$ cat src/rtl/input_controller_pkg.sv
// Shared CPU constants: opcodes, the input-controller FSM encoding, and the
// switch-to-word conversion used when an IN instruction completes.
package input_controller_pkg;

    localparam logic [5:0] OP_IN  = 6'b011101;
    localparam logic [5:0] OP_OUT = 6'b100000;
    localparam logic [5:0] OP_HLT = 6'b011100;

    typedef enum logic [1:0] {
        IDLE         = 2'd0,
        WAIT_PRESS   = 2'd1,
        DONE         = 2'd2,
        WAIT_RELEASE = 2'd3
    } in_state_t;

    // Sign-magnitude switches to 32-bit two's complement; negative zero maps to 0.
    function automatic logic [31:0] to_signed_word(input logic [17:0] sw);
        logic [31:0] mag;
        mag = {15'b0, sw[16:0]};
        return sw[17] ? -mag : mag;
    endfunction

endpackage

$ cat src/rtl/key_debouncer.sv
// Two-flop synchronizer plus counter debouncer for an active-low pushbutton.
// pressed is active-high and only follows the key after it has been stable.
module key_debouncer #(
    parameter int unsigned DEBOUNCE_CYCLES = 50000
) (
    input  logic clock,
    input  logic reset,
    input  logic key,
    output logic pressed
);

    localparam int unsigned CW = $clog2(DEBOUNCE_CYCLES + 1);
    localparam logic [CW-1:0] LAST_COUNT = CW'(DEBOUNCE_CYCLES - 1);

    logic [1:0]    sync_ff;
    logic [CW-1:0] count;
    logic          level;
    logic          key_now;

    assign key_now = ~sync_ff[1];
    assign pressed = level;

    // NOTE: sequential state uses non-blocking assignments so every flop samples pre-edge values.
    always_ff @(posedge clock) begin
        if (!reset) begin
            sync_ff <= 2'b11;
            count   <= '0;
            level   <= 1'b0;
        end else begin
            sync_ff <= {sync_ff[0], key};
            // Any sample agreeing with the current level restarts the run.
            if (key_now != level) begin
                if (count == LAST_COUNT) begin
                    level <= key_now;
                    count <= '0;
                end else begin
                    count <= count + CW'(1);
                end
            end else begin
                count <= '0;
            end
        end
    end

endmodule

$ cat src/rtl/input_controller.sv
// IN-instruction handler: stalls the CPU until the operator confirms with a
// fresh key press, then latches the signed switch value for one-cycle delivery.
module input_controller
    import input_controller_pkg::*;
#(
    parameter int unsigned DEBOUNCE_CYCLES = 50000
) (
    input  logic        clock,
    input  logic        reset,
    input  logic [5:0]  operation,
    input  logic [17:0] switches,
    input  logic        confirmKey,
    output logic        stall,
    output logic [31:0] inData,
    output logic        inValid,
    output logic        waitLED
);

    in_state_t state;
    in_state_t next_state;
    logic      pressed;
    logic      pressed_q;
    logic      press_edge;
    logic      is_in;
    logic      capture;
    logic      stall_raw;
    logic      wait_raw;

    key_debouncer #(
        .DEBOUNCE_CYCLES(DEBOUNCE_CYCLES)
    ) u_debouncer (
        .clock  (clock),
        .reset  (reset),
        .key    (confirmKey),
        .pressed(pressed)
    );

    assign is_in      = (operation == OP_IN);
    assign press_edge = pressed & ~pressed_q;

    always_ff @(posedge clock) begin
        if (!reset) begin
            state     <= IDLE;
            pressed_q <= 1'b0;
            inData    <= '0;
        end else begin
            state     <= next_state;
            pressed_q <= pressed;
            if (capture) begin
                inData <= to_signed_word(switches);
            end
        end
    end

    // NOTE: every always_comb output gets a default first so no path infers a latch.
    always_comb begin
        next_state = state;
        capture    = 1'b0;
        stall_raw  = 1'b0;
        wait_raw   = 1'b0;
        case (state)
            IDLE: begin
                stall_raw = is_in;
                if (is_in) begin
                    next_state = pressed ? WAIT_RELEASE : WAIT_PRESS;
                end
            end
            WAIT_PRESS: begin
                stall_raw = 1'b1;
                wait_raw  = 1'b1;
                if (!is_in) begin
                    next_state = IDLE;
                end else if (press_edge) begin
                    capture    = 1'b1;
                    next_state = DONE;
                end
            end
            DONE: begin
                next_state = pressed ? WAIT_RELEASE : IDLE;
            end
            WAIT_RELEASE: begin
                // A key still held from the previous capture must be released first.
                stall_raw = is_in;
                wait_raw  = is_in;
                if (!pressed) begin
                    next_state = is_in ? WAIT_PRESS : IDLE;
                end
            end
            default: begin
                next_state = IDLE;
            end
        endcase
    end

    assign stall   = reset & stall_raw;
    assign waitLED = reset & wait_raw;
    assign inValid = reset & (state == DONE);

endmodule
$ cat config.mk
export PLATFORM = sky130hd
export DESIGN_NAME = input_controller
export DESIGN_NICKNAME = d
export VERILOG_FILES = /design/src/rtl/input_controller_pkg.sv /design/src/rtl/key_debouncer.sv /design/src/rtl/input_controller.sv
export SDC_FILE = /design/constraint.sdc
export NUM_CORES = 1
export LEC_CHECK = 0
export ABC_AREA = 1
export CORE_UTILIZATION = 45
export CTS_CLUSTER_DIAMETER = 80
export CTS_CLUSTER_SIZE = 25
export DETAILED_ROUTE_END_ITERATION = 16
export DONT_BUFFER_PORTS = 1
export GPL_ROUTABILITY_DRIVEN = 0
export GPL_TIMING_DRIVEN = 0
export SYNTH_ARGS = -nofsm -noshare
export SYNTH_HDL_FRONTEND = slang
export SYNTH_HIERARCHICAL = 1
export SYNTH_SLANG_ARGS = --single-unit
export TNS_END_PERCENT = 5
$ cat constraint.sdc
create_clock -name clock -period 1.6 [get_ports clock]
set_input_delay 0.4 -clock clock [delete_from_list [all_inputs] [get_ports clock]]
set_output_delay 0.4 -clock clock [all_outputs]
set_load 0.1 [all_outputs]
==> results.md, run 1 <==
- Max_cap viols: 0
- Critical path startpoint category: register
- Die height: 81.8 µm
- CP bufs+invs: 1
- Crit-path cells: inv_4 > ha_4 > o21ai_2 > nand2_2 > nor2_4
- Post-route setup slack: -0.493 ns
- Number of DRC markers in iteration 0: 83
- Hold_ws: 0.154 ns
- Tmin final: 2.09 ns
- Worst Path Required: 1.20 ns
- Power Density: 934 nW/µm²
- Root Buffer: clkbuf_8
- Measured slew at the worst slew-check pin: 0.695 ns
- Initial antenna violation count: 0
- Main synth FF type: dfxtp_1
- Post-synth EDFFs: 0
- Max-slew violations: 0
- Antenna diodes: 0
- Clock-pin transition on the worst setup and hold timing paths: 0.10 ns
- Multi-input logic area: 1640 µm²
- Mapped Area: 2870 µm²
- First-pass GRT wire length: 11.0 mm
- Fraction of registers with async set/reset: 0
- Clk_skew: 0.00633 ns
- Pleak: 1.30 nW
- Seq pwr share: 0.460
- CORE AREA: 6030 µm²
- Mapped Nets: 448
- DR vias: 2579
- Critical Path AT: 1.69 ns
- Gr ovfl total: 0
- Clock latency on the worst-skew pair: 0.31 ns
- Core Rows: 28
- CP peak stage delay: 0.52 ns
- Critical path class: reg -> out
- Cell with the most instances after synthesis: nand2_1
- Port buffer count: 0
- H-tree Lvls: 2
- Avg Synthesized Cell Area: 6.94 µm²
- Layout area overhead: 15.2%
- Fin crit share: 1.31
- Status: finished with violations
- Initial Util: 0.476
- Number of global-route vias before repair: 2548
- Routed WL per cell: 13.4 µm
- Failing checks: setup timing
- Die Area: 6690 µm²
- Synth Instances: 413
- Clk buf depth: 2
- Num Clock Sinks: 54
- Cell taking the most area after synthesis: dfxtp_1
- Layout cells sized above 1: 0.249
- Synth cell types: 32
- RSZ-0062 raised after global routing: true
- TritonCTS clock tree: yes
- DRC: 0
- Die Wd: 81.8 µm
- Top cells by area, synth: dfxtp_1 38%, nand2_1 14%, a21oi_1 6.1%
- CP delay by family, top: simple AND/OR/NAND/NOR gates
- Synth Register Bits: 54
- Hold Vio Cnt, Final: 0
- Switching Fraction: 0.338
- Final antenna-violating net count: 0
- Worst hold path class: in -> reg
- P_sw: 1.04 mW
- Register area share after synthesis: 0.377
- CTS Buf Count: 5
- Fmax: 478 MHz
- Post-synth top area share: 0.377
- Max Fanout on Critical Path: 3
- Fin area: 3300 µm²
- Int Power: 2.04 mW
- Pin count of the biggest net entering global routing: 20
- GRT Total Usage: 0.216
- Layout Utilization: 0.548
- Yosys Warn Count: 6
- Peak supply drop: 1060 µV
- Register area: 1130 µm²
- Nets: 460
- IO Pins: 62
- Clock power frac: 0.261
- DRT Wirelength: 6.72 mm
- Commonest cells in the netlist: 105 x nand2_1, 54 x dfxtp_1, 44 x inv_1, 44 x nor2_1, 35 x a21oi_1
- Gate power share: 0.279
- Hpwl dp: 4.91 mm
- TritonRoute pass-1 iters: 4
- Rel. slew slack: 0.536
- Via-to-Cell Ratio: 5.15
- Fill count: 579
- Final count of negative-setup-slack endpoints: 3
- Worst Setup End Kind: output pin
- Crit-path slowest cell: nor2_4
- Dpl cell area: 3020 µm²
==> power groups by stage <==
stage,Combinational [mW],Sequential [mW],Clock [mW]
finish,0.861,1.42,0.805
global route,0.928,1.43,0.921
CTS,0.777,1.42,0.850
detailed placement,0.581,1.44,0
global placement,0.574,1.44,0
floorplan,0.507,1.44,0
==> metal layers <==
layer	up-vias	track usage	wire length, µm
met1	1184	0.253	2920
met5	-	0	0
met2	54	0.380	3350
li1	1335	-	-
met3	6	0.0578	380
met4	0	0.0667	72
==> flip-flops by register name (all words and copies together), names as in the netlist <==
name and flops:
inData 32, u_debouncer/sync_ff 2, pressed_q 1, u_debouncer/count 16
u_debouncer/pressed 1, state 2
==> placed cells by master, fill, tap and decap left out, types with 4 or more instances in the layout <==
master | synthesis | final
nand2_1 | 105 | 102
nor2_1 | 44 | 43
inv_1 | 44 | 39
a21oi_1 | 35 | 33
dfxtp_2 | 0 | 33
nand3_1 | 30 | 26
dfxtp_1 | 54 | 20
o21ai_0 | 20 | 18
nor2_2 | 16 | 14
o21a_1 | 8 | 8
xor2_1 | 6 | 6
clkbuf_1 | 6 | 5
nor2_4 | 2 | 5
inv_2 | 4 | 5
nand3_2 | 2 | 5
ha_1 | 8 | 5
clkbuf_8 | 0 | 5
nand4_1 | 5 | 5
nand2_2 | 2 | 4
buf_4 | 0 | 4
==> worst paths after layout <==
check | start | slack (ns) | to | cells after the start
hold reg to reg | u_debouncer/sync_ff[0] | 0.41 | u_debouncer/sync_ff[1] | 2
hold / removal | reset | 0.15 | u_debouncer/sync_ff[1] | 1
setup / recovery | state[1] | -0.49 | stall | 5
setup reg to reg | state[0] | 0.06 | inData[9] | 10
==> stage by stage <==
step	std cells	setup slack, ns	power (mW)	TNS, ns
2_1_floorplan	413	-0.207	1.94	-0.454
3_3_place_gp	488	-0.370	2.02	-1.60
3_5_place_dp	488	-0.373	2.02	-1.73
4_1_cts	501	-0.500	3.05	-1.27
5_1_grt	501	-0.562	3.27	-1.66
6_report	501	-0.493	3.09	-1.26
==> logic make-up after synthesis <==
family                   synth area share
XOR/XNOR                           0.0244
AND/OR/NAND/NOR                     0.339
adder cells (fa/ha/maj)            0.0349
AO/OA/AOI/OAI                       0.134
buffers and inverters              0.0904
flip-flops                          0.377
==> final cells by class <==
cell class | instances | area share
plain buffers | 11 | 0.0261
clock buffers | 5 | 0.0208
clock inverters | 3 | 0.00871
inverters | 49 | 0.0621
multi-input cells | 299 | 0.497
flip-flops and latches | 54 | 0.341
well taps | 75 | 0.0284
repair buffers | 5 | 0.0163
==> timing repair <==
item                       4_1_cts  5_1_grt
cloned                           0        0
hold buffers                     0        0
resized for setup               45       12
setup endpoints to repair       35       15
setup buffers                    5        0
pin swaps                        5        5
Power figures use the tool's default switching activity.
==> inputs of run 2 (changes only) <==
Settings changed: CTS_CLUSTER_SIZE 25 to not set.
==> results of run 2 <==
The final DEF is identical to that of run 1; final timing and power are the same.
==> RTL edit 1 (flow settings as in run 1) <==
`DEBOUNCE_CYCLES` is set to 50000 in 2 places; all go to 25000.
--- a/src/rtl/key_debouncer.sv
+++ b/src/rtl/key_debouncer.sv
@@ -1,7 +1,7 @@
 // Two-flop synchronizer plus counter debouncer for an active-low pushbutton.
 // pressed is active-high and only follows the key after it has been stable.
 module key_debouncer #(
-    parameter int unsigned DEBOUNCE_CYCLES = 50000
+    parameter int unsigned DEBOUNCE_CYCLES = 25000
 ) (
     input  logic clock,
     input  logic reset,
--- a/src/rtl/input_controller.sv
+++ b/src/rtl/input_controller.sv
@@ -3,7 +3,7 @@
 module input_controller
     import input_controller_pkg::*;
 #(
-    parameter int unsigned DEBOUNCE_CYCLES = 50000
+    parameter int unsigned DEBOUNCE_CYCLES = 25000
 ) (
     input  logic        clock,
     input  logic        reset,
Behaviour: same outputs for any inputs over 10 cycles, from zero or initial values and one cycle with reset low; that may be too few to reach the edited logic, so the function may still have changed.
==> RTL edit 1 against run 1 <==
- the flow still finishes with violations (setup timing)
- critical path type unchanged
- area after synthesis down 3.2%
- total power down 0.47%
- clock power up 2%
- cell area down 2.8%
- routed wire length down 2.9%
- sequential cell count down 1
- largest cell class unchanged
- worst setup slack better by 0.034 ns
==> RTL edit 1: results (changes against run 1) <==
The flow ran to the end, but the final reports show violations. The checks that failed: setup timing. The endpoint identified for the worst register-to-register timing path is inData[16]. The arrival time of the worst setup path was 1.66 ns (-0.03 ns). The routed via count divided by cell count is 5.11 (-0.76%). The overall fraction of global-route tracks in use is 21.5% (-0.051 points).

The setup slack on the worst flop-to-flop path is 0.10 ns (+0.04 ns). The leakage power is 1.27 nW (-2.3%). The deepest level of the CTS H-tree is 2 (unchanged). The path with the worst hold slack has its endpoint at u_debouncer/sync_ff[0]. The net count of the mapped netlist is 432 (-3.6%). The via count of the first global-routing pass came out at 2,308 (-9.4%). In the final layout, the registers with the most flip-flops are inData (32), u_debouncer/count (15).

The pre-CTS setup slack came to -0.482 ns (-0.109 ns). The placed wire-length estimate is 4810 um (-1.9%). The cell area reported after detailed placement was 2920 um^2 (-3.1%).

The maximum VDD drop is 0.000626 V (-41%). The final number of setup-violating endpoints is 3 (unchanged). The wire length reported by the detailed router is 6520 um (-2.9%). The worst hold path stage count is 1 (unchanged). The worst-case clock skew came out at 0.00892 ns (+0.00258 ns). The count of non-filler cells in the finished layout came to 489 (-2.4%). The pin slew with the least headroom to its limit is 0.696 ns (+0.00160 ns). The source-to-sink clock delay at the later pin of the worst-skew pair came to 0.31 ns (about the same).

The global-route wire length before repair came to 10,600 um (-3.9%). The average instance area after synthesis is 6.99 um^2 (+0.67%). The fraction of the yosys area taken by sequential cells was 38.2% (+0.54 points). After synthesis, the cell types taking the most area are sky130_fd_sc_hd__dfxtp_1 38%, sky130_fd_sc_hd__nand2_1 13%, sky130_fd_sc_hd__a21oi_1 6.1%. The worst setup margin came out at -0.459 ns (+0.0340 ns). The final-layout fill cell count came out at 612 (+5.7%). The sum of negative setup slack came out at -1.24 ns (+0.0171 ns). The first-iteration detailed-routing DRC count came to 89 (+7.2%).

In this run the most critical hold path is launched from confirmKey. The number of cells in the design after placement came out at 472 (-3.3%). After synthesis, the most frequently instantiated cells are 97 x sky130_fd_sc_hd__nand2_1, 53 x sky130_fd_sc_hd__dfxtp_1, 43 x sky130_fd_sc_hd__nor2_1, 40 x sky130_fd_sc_hd__inv_1. The net count of the finished layout came out at 448 (-2.6%).

The maximum root-to-sink buffer count came to 2 (unchanged).
## RTL edit 1: cell count changes in the layout (fill, tap and decap cells not counted), moves of 2 or more
cell / change
sky130_fd_sc_hd__buf_4: +5
sky130_fd_sc_hd__inv_1: -4
sky130_fd_sc_hd__nand3_2: -3
sky130_fd_sc_hd__nand2_1: -8
sky130_fd_sc_hd__buf_12: -2
sky130_fd_sc_hd__nor2_2: -5
sky130_fd_sc_hd__nand3_1: +6
## RTL edit 1: report_power, final
group	internal (mW)	total, mW	switching (mW)
registers	1.36	1.39	0.0342
clock network	0.329	0.825	0.496
logic	0.336	0.856	0.520
## RTL edit 1: worst max path at each step
stage | to | startpoint
after CTS | stall | state[0]
after detailed placement | waitLED | reset
final | stall | state[1]
after global placement | waitLED | reset
after global routing | stall | state[1]
after floorplan | stall | operation[1]
## RTL edit 1: metal layers
layer | track usage [%] | up-vias | share of wire (%)
li1 | - | 1312 | -
met1 | 27.7 | 1124 | 47
met2 | 34.7 | 55 | 46
met3 | 6.82 | 7 | 6.7
met4 | 5.36 | 0 | 0.83
met5 | 0 | - | 0
## RTL edit 1: through the flow
step                      power [mW]  hold WS [ns]
after floorplan                 1.92         0.393
after global placement          2.00         0.404
after detailed placement        2.00         0.413
after CTS                       3.00         0.186
after global routing            3.24         0.173
final                           3.07         0.194
## RTL edit 1: repair_timing
action,in CTS,in global routing
pin swaps,5,3
resized for setup,45,10
endpoints found under the setup margin,35,13
hold buffers,0,0
setup buffers,7,2
endpoints found under the hold margin,0,0
## RTL edit 1: cells by family (layout without fill, tap and decap cells)
logic type / after synthesis / count (layout) / synth area share (%)
compound gates: 72 / 72 / 14.7
xor+xnor: 7 / 7 / 2.21
fa+ha+maj: 8 / 8 / 3.61
buf+inv: 56 / 73 / 8.61
flops: 53 / 53 / 38.2
simple gates: 201 / 201 / 32.6
## RTL edit 1: final cells by class
class | instances | area (um^2) | area share, %
plain buffers | 11 | 85.1 | 2.65
clock buffers | 5 | 68.8 | 2.14
clock inverters | 3 | 28.8 | 0.896
inverters | 45 | 190 | 5.92
multi-input cells | 288 | 1570 | 48.8
flip-flops and latches | 53 | 1110 | 34.5
well taps | 75 | 93.8 | 2.92
repair buffers | 9 | 71.3 | 2.22
==> RTL edit 2 (config.mk and constraints of run 1) <==
Without the edit above. Put a register stage on the output `waitLED`, cleared by the reset. The value now appears one clock later. The other outputs are not delayed to match.
--- a/src/rtl/input_controller.sv
+++ b/src/rtl/input_controller.sv
@@ -93,7 +93,13 @@
     end
 
     assign stall   = reset & stall_raw;
-    assign waitLED = reset & wait_raw;
+    always_ff @(posedge clock) begin
+        if (!reset) begin
+            waitLED <= '0;
+        end else begin
+            waitLED <= reset & wait_raw;
+        end
+    end
     assign inValid = reset & (state == DONE);
 
 endmodule
Behaviour: not the same (a bounded check fails within 4 cycles, from zero or initial values and one cycle with reset low).
==> RTL edit 2 against run 1 <==
- the flow still finishes with violations (setup timing)
- total power fell by 9.7%
- routed wire length fell by 5.4%
- critical path depth did not move
- clock power rose by 5.6%
- worst setup slack improved by 0.0075 ns
- sequential cell count rose by 1
- cell area fell by 3.1%
- area after synthesis fell by 0.22%
- via count fell by 2.0%
- fmax rose by 0.36%
- largest cell class unchanged
- final cell count rose by 0.20%
- combinational power fell by 43%
==> RTL edit 2: results (changes against run 1) <==
The count of non-filler cells in the finished layout is 502 (+0.20%). The number of gates given a new drive strength after cts came out at 40 (-11%). The final number of setup-violating endpoints came out at 2 (-1). The net count of the mapped netlist came out at 450 (+0.45%).

The post-synthesis cell count came out at 415 (+0.48%). The checks that failed: setup timing. The hold slack is 0.147 ns (-0.00741 ns). The pre-CTS setup slack came to -0.268 ns (+0.105 ns). The fraction of area in clock buffers and inverters came to 3.13% (+0.17 points). The storage element area came out at 1150 um^2 (+2.0%). The leakage power is 1.28 nW (-1.7%). The met2 capacity usage during global routing is 34.8% (-3.2 points). The adder-cell share of the synthesized area came out at 3.50% (+0.0076 points). The global-route wire length before repair is 10,600 um (-4.0%). The total routed wire length on the met1 layer is 2940 um (+0.89%).

The depth of the worst register-to-register path is 8 (-2). The via count of the first global-routing pass came to 2,374 (-6.8%). By area the synthesized netlist is led by sky130_fd_sc_hd__dfxtp_1 38%, sky130_fd_sc_hd__nand2_1 14%, sky130_fd_sc_hd__nor2_1 6.7%. The CTS sink count came to 55 (+1.9%). The multi-input combinational gate total came out at 301 (+0.67%). The first-iteration detailed-routing DRC count is 80 (-3.6%). The wire length on met3 is 291 um (-23%).

The design internal power is 1.92 mW (-6.0%). The post-CTS setup buffer count is 4 (-1). The largest net degree at the start of global routing came to 21 (+5.0%). The sum of negative setup slack came out at -0.804 ns (+0.458 ns).

The post-synthesis xor/xnor area fraction came out at 2.45% (+0.0053 points). The length of routed met2 wiring came out at 3050 um (-8.9%). The flow ran to the end, but the final reports show violations. The share of final-layout standard cells stronger than drive strength 1 is 22.2% (-2.6 points). The net count of the finished layout is 461 (+0.22%). The worst setup margin came out at -0.486 ns (+0.00753 ns). The met1 demand-to-capacity share in global routing came out at 25.7% (+0.44 points). The worst register-to-register path ends at inData[5]. The final core utilization came to 53.1% (-1.7 points). The final-layout fill cell count came out at 615 (+6.2%). The overall fraction of global-route tracks in use came out at 20.5% (-1.1 points). The part of the power in combinational logic came to 17.5% (-10 points).

The total number of vias is 2,528 (-2.0%). The relative max-transition margin is 59.3% (+5.7 points).
## RTL edit 2: changes by cell type in the layout (fill, tap and decap cells not counted), moves of 2 or more
cell / delta
sky130_fd_sc_hd__clkinv_4: -2
sky130_fd_sc_hd__buf_4: +3
sky130_fd_sc_hd__o21ai_1: +3
sky130_fd_sc_hd__buf_8: -2
sky130_fd_sc_hd__o21ai_2: -2
sky130_fd_sc_hd__nor2_1: +6
sky130_fd_sc_hd__inv_2: -2
sky130_fd_sc_hd__a21oi_2: -2
sky130_fd_sc_hd__nand3_1: +4
sky130_fd_sc_hd__nand3_2: -2
sky130_fd_sc_hd__ha_4: -2
sky130_fd_sc_hd__dfxtp_2: +2
sky130_fd_sc_hd__inv_8: +2
## RTL edit 2: worst max-delay path by stage
stage,start,end
floorplan,operation[1],stall
global placement,operation[1],stall
detailed placement,operation[1],stall
CTS,state[1],stall
global route,state[1],stall
finish,state[1],stall
